--- src/rtl/appmul_seq_ctrl.sv ---
// ----------------------------------------------------------------------------
// | appmul_seq_ctrl: row-serial approximate multiplier with exact recovery   |
// | Revision: 1.0                                                            |
// ----------------------------------------------------------------------------
`default_nettype none

module appmul_seq_ctrl #(
  parameter int W = 8
) (
  input  logic           clk,
  input  logic           rst_n,
  input  logic           in_valid,
  output logic           in_ready,
  input  logic [W-1:0]   in_a,
  input  logic [W-1:0]   in_b,
  input  logic           in_rec,
  input  logic           flush,
  output logic           out_valid,
  input  logic           out_ready,
  output logic [2*W-1:0] out_p,
  output logic           out_err_nz,
  output logic           out_exact,
  output logic           busy
);

  localparam int KW = (W > 1) ? $clog2(W) : 1;
  localparam int P  = 2 * W;
  localparam logic [KW-1:0] C_K_LAST = KW'(W - 1);

  typedef enum logic [1:0] {
    S_IDLE    = 2'd0,
    S_COMPUTE = 2'd1,
    S_RECOVER = 2'd2,
    S_DONE    = 2'd3
  } state_t;

  state_t        r_state;
  state_t        w_state_nxt;
  logic [W-1:0]  r_a;
  logic [W-1:0]  r_b;
  logic          r_rec;
  logic [KW-1:0] r_k;
  logic [P-1:0]  r_acc;
  logic [P-1:0]  r_err;

  logic [P-1:0]  w_pp;
  logic [P-1:0]  w_x;
  logic [P-1:0]  w_y;
  logic          w_last;
  logic          w_accept;

  // Current partial-product row and the carry-free approximate add terms
  assign w_pp   = r_b[r_k] ? ({{W{1'b0}}, r_a} << r_k) : '0;
  assign w_x    = r_acc ^ w_pp;
  assign w_y    = (r_acc & w_pp) << 1;
  assign w_last = (r_k == C_K_LAST);

  always_ff @(posedge clk) begin
    if (!rst_n || flush) begin
      r_state <= S_IDLE;
    end else begin
      r_state <= w_state_nxt;
    end
  end

  always_comb begin
    w_state_nxt = r_state;
    in_ready    = 1'b0;
    out_valid   = 1'b0;
    busy        = 1'b1;
    w_accept    = 1'b0;
    case (r_state)
      S_IDLE: begin
        in_ready = 1'b1;
        busy     = 1'b0;
        if (in_valid) begin
          w_accept    = 1'b1;
          w_state_nxt = S_COMPUTE;
        end
      end
      S_COMPUTE: begin
        if (w_last) begin
          w_state_nxt = r_rec ? S_RECOVER : S_DONE;
        end
      end
      S_RECOVER: begin
        w_state_nxt = S_DONE;
      end
      S_DONE: begin
        out_valid = 1'b1;
        if (out_ready) begin
          w_state_nxt = S_IDLE;
        end
      end
      default: begin
        w_state_nxt = S_IDLE;
      end
    endcase
  end

  always_ff @(posedge clk) begin
    if (!rst_n || flush) begin
      r_a   <= '0;
      r_b   <= '0;
      r_rec <= 1'b0;
      r_k   <= '0;
      r_acc <= '0;
      r_err <= '0;
    end else begin
      case (r_state)
        S_IDLE: begin
          if (w_accept) begin
            r_a   <= in_a;
            r_b   <= in_b;
            r_rec <= in_rec;
            r_k   <= '0;
            r_acc <= '0;
            r_err <= '0;
          end
        end
        S_COMPUTE: begin
          r_acc <= w_x | w_y;
          r_err <= r_err + (w_x & w_y);
          r_k   <= w_last ? '0 : r_k + 1'b1;
        end
        S_RECOVER: begin
          // Folding the dropped carries back in yields the exact product
          r_acc <= r_acc + r_err;
        end
        default: begin
        end
      endcase
    end
  end

  assign out_p      = r_acc;
  assign out_err_nz = |r_err;
  assign out_exact  = r_rec;

endmodule

`default_nettype wire

--- config.mk ---
export PLATFORM = sky130hd
export DESIGN_NAME = appmul_seq_ctrl
export DESIGN_NICKNAME = d
export VERILOG_FILES = /design/src/rtl/appmul_seq_ctrl.sv
export SDC_FILE = /design/constraint.sdc
export NUM_CORES = 1
export LEC_CHECK = 0
export ABC_AREA = 1
export ABC_CLOCK_PERIOD_IN_PS = 8400
export CAP_MARGIN = 30
export CORE_UTILIZATION = 50
export DETAILED_ROUTE_END_ITERATION = 16
export GPL_TIMING_DRIVEN = 0
export PLACE_DENSITY = 0.72
export SKIP_CTS_REPAIR_TIMING = 1
export SLEW_MARGIN = 15
export SYNTH_ARGS = -nofsm -noshare
export SYNTH_HDL_FRONTEND = slang
export SYNTH_SLANG_ARGS = --single-unit
--- constraint.sdc ---
create_clock -name clk -period 8.4 [get_ports clk]
set_input_delay 2.1 -clock clk [delete_from_list [all_inputs] [get_ports clk]]
set_output_delay 2.1 -clock clk [all_outputs]
set_load 0.01 [all_outputs]
### Word-level counts from Yosys, hierarchy flattened

Index checks and enable logic that the tools add are counted.

* bits in registers: 54
* output and inout port bits: 21

* add/subtract/negate cells: 3
* order comparisons: 1
* equal/unequal tests: 8
* shifts and indexed selects: 1
* muxes and demuxes: 19
* bitwise logic cells: 4
* reductions and logical operators: 10

Operators with widths (number)
* one-hot mux 16 bit (3 select lines): 1
* adder 16 bit: 2
* 2-to-1 mux 16 bit: 2
* one-hot mux 16 bit (2 select lines): 1
* AND 16 bit: 1
* OR 16 bit: 1
* OR reduction 16 bit: 1
* << shifter 8 x 3 -> 16 bit: 1
* XOR 16 bit: 1
* AND 15 bit: 1
* inequality test 2 bit (second input constant): 4
* one-hot mux 2 bit (4 select lines): 1
* 2-to-1 mux 1 bit: 7
* 2-to-1 mux 2 bit: 3
* 2-to-1 mux 3 bit: 2
* one-hot mux 3 bit (2 select lines): 1
* AND reduction 2 bit: 3
* equality test 2 bit (second input constant): 2
* less-than comparator 3 x 4 -> 1 bit (second input constant): 1
* adder 3 x 1 -> 3 bit (second input constant): 1
* binary-select mux 1 bit (select 3 bit): 1
* equality test 3 bit (second input constant): 1
* AND reduction 3 bit: 1
* nonzero test 3 bit: 1
* other kinds (5): 5

### Logic depth before layout (Yosys ltp)

* depth in word-level cells: 7
* depth in mapped cells: 21

### Least setup slack after synthesis

OpenSTA, ideal clock, no wires.

* path kind: reg-to-output
* start point: register r_state[0]
* end point: output busy
* arrival time: 0.797 ns
* required time: 6.300 ns
* setup slack: 5.503 ns
* stages on the path, launching flop included: 4
* path through: dfxtp_1 > inv_1 > ha_1 > inv_2

* cells in the longest elaborated chain, start to end: 2

Ends and longest elaborated chain
* from (decl): line 37 `state_t r_state;`
* from (signal assigned): line 62 `r_state <= w_state_nxt;`
* logical NOT 2 bit: line 72 `case (r_state)`
* 2-to-1 mux 1 bit: line 72
* to (decl): line 23 `output logic busy`

Every way passes these cells.

### Final worst setup path

* start point: register r_err[5]
* end point: output out_err_nz

* cells in the longest elaborated chain, start to end: 1

Ends and longest elaborated chain
* from (decl): line 44 `logic [P-1:0] r_err;`
* from (signal assigned): line 123 `r_err <= r_err + (w_x & w_y);`
* OR reduction 16 bit: line 137 `assign out_err_nz = |r_err;`
* to (decl): line 21 `output logic out_err_nz,`

Every way passes these cells.

==> impl_metrics.ini <==
[run_status]
status = completed

[yosys]
synthFlopType = dfxtp_1
synth-edff-count = 0
yosysTopAreaCell = dfxtp_1
synthTopCellsByArea = dfxtp_1, nand2_1, ha_1
synth_most_common_cell = nand2_1
async_flop_share_pct = 0
synth_area_per_cell_sq_um = 6.27
syn_nets = 789
synthCells = 717
synth_common_cells = nand2_1, inv_1, a21oi_1
synth_cell_types = 39
synth_top_area_share_pct = 23.6
netlist_area_sq_mm = 0.00450
ys_ff_latch = 53
yosys_warnings = 0
yosysSeqAreaShare_pct = 23.6

[drt]
dr.max_layer_used = met4
route.detailed.drc = 0
met2_length_mm = 6.03
dr.pass1.iters = 5
met1_length_mm = 5.60
avgViaCountPerCell = 5.45
vias = 4767
route.met3.wl_um = 708
routedWlPerCell_um = 14.4
initialDrtViolationCount = 220
wl_mm = 12.6
ant_nets = 0

[power]
irDropWorstVdd_v = 0.0000683
p_total_mw = 0.495
p_per_area_mw_per_mm2 = 96.0
p_leak_nw = 2.57

[setup_path]
path_max_fanout = 4
worstSetupEndpointType = output port
worst_path_max_delay_cell = clkdlybuf4s50_1
critical_path_class = flop to output port
cp_slowest_stage_delay_ns = 0.52
worstPathArrival_ns = 1.81
worstPathCellList = nor4_1 -> nand4_1 -> clkdlybuf4s50_1
crit_required_ns = 6.30
worstSetupStartpointType = flop

[timing]
finalSetupTns_ns = 0
clock_skew_ns = 0.0144
finalCritPeriodShare_pct = 46.6
finalSetupViolCount = 0
worst_slew_pin_slew_ns = 0.690
hold_viol_final = 0
drv_slew = 0
period_minus_slack_ns = 3.91
rsz0062_at_grt = no
fmax_mhz = 256
relSlewSlack_pct = 54.0

[placed_design]
place_congestion = 0.982
port_buffers = 42
dp_hpwl_mm = 10.3

[cts]
clk_path_buf_depth = 2
clockRootBuffer = clkbuf_8
cts.sinks = 53
cts_tree = yes
cts_buffers = 5
htreeDepth = 2
clk_latency_ns = 0.32
path_clk_slew_ns = 0.11

[layout]
layout-drive-gt1-share_pct = 8.60
finish.net_count = 838
diodes = 0
synthToLayoutAreaGrowth_pct = 14.5
num-fill-cells = 889

[die]
chipHeight_um = 96.8
rows = 34
core_sq_mm = 0.00872
dieArea_sq_mm = 0.00938
chipWidth_um = 96.8
initial_core_util_pct = 51.6
pin_count = 43

[grt]
grt_usage_pct = 26.8
grt_first_pass_wirelength_mm = 20.5
antenna_found_initial = 0
grt_overflow = 0
grt_max_degree = 20
grt_pass1_vias = 4431

[job]
maxCapViolations = 0

[worst_hold_path]
min_path_type = flop to flop
==> cell families after synthesis <==
kind of cell	Yosys count	share of synthesized area, %
fa+ha+maj	50	14.1
mux	2	0.445
simple gates	358	34.4
xor+xnor	1	0.195
flops	53	23.6
compound gates	146	17.8
buf+inv	107	9.57
==> critical path: cells and delay by family, from the launching register on <==
kind,cells,cell delay [ns]
and+or+nand+nor,2,0.57
DFF,1,0.40
buffers and inverters,1,0.52
==> final cells by class <==
type	instances	area (sq um)	share of cell area [%]
multi-input combinational	557	3010	58.4
sequential	53	1060	20.6
timing repair buffer	42	420	8.16
inverter	88	330	6.41
tap	108	135	2.62
buffer	19	100	1.94
clock buffer	5	68.8	1.34
clock inverter	3	28.8	0.559
==> final timing paths <==
| path | from | to | slack [ns] | cells past startpoint |
|---|---|---|---|---|
| worst max-delay path | r_err[5] | out_err_nz | 4.49 | 3 |
| worst min-delay path | r_b[4] | r_b[4] | 0.48 | 2 |
| worst max register to register | r_k[1] | r_err[11] | 5.13 | 20 |
| worst min register to register | r_b[4] | r_b[4] | 0.48 | 2 |
==> placed cells by master (no fill, tap or decap), types with 11 or more instances in the layout <==
master / netlist / final
nand2_1: 226 / 226
inv_1: 80 / 80
a21oi_1: 71 / 71
dfxtp_1: 53 / 53
ha_1: 49 / 49
o21ai_0: 42 / 42
clkdlybuf4s50_1: 0 / 42
nor2_1: 40 / 40
nand3_1: 39 / 39
nand2_2: 14 / 14
o21ai_1: 11 / 11
==> registers in the layout (all words and copies together) (netlist names) <==
signal / flops
r_err: 15
r_a: 8
r_b: 8
r_k: 3
out_p: 16
out_exact: 1
r_state: 2
==> metrics by stage <==
stage	instance area [sq um]	worst slack, ns	util [%]	hold slack [ns]	cells
after detailed placement	5050	4.77	57.9	0.467	867
after global routing	5150	4.46	59.1	0.502	875
final	5150	4.49	59.1	0.480	875
after global placement	5050	4.78	57.9	0.458	867
after CTS	5150	4.52	59.1	0.485	875
after floorplan	4500	5.50	-	0.441	717
==> layer usage <==
metal,vias to the layer above,track usage [%]
li1,2441,-
met4,0,8.84
met3,22,3.32
met2,146,46.8
met1,2158,34.0
met5,-,0
==> where the power goes <==
part	internal (mW)	total (mW)	leakage, nW	switching [mW]
logic	0.0273	0.0749	2.09	0.0476
registers	0.255	0.258	0.428	0.00309
clock network	0.0627	0.161	0.0506	0.0988
Note: power is estimated with default switching activity, not from simulation.
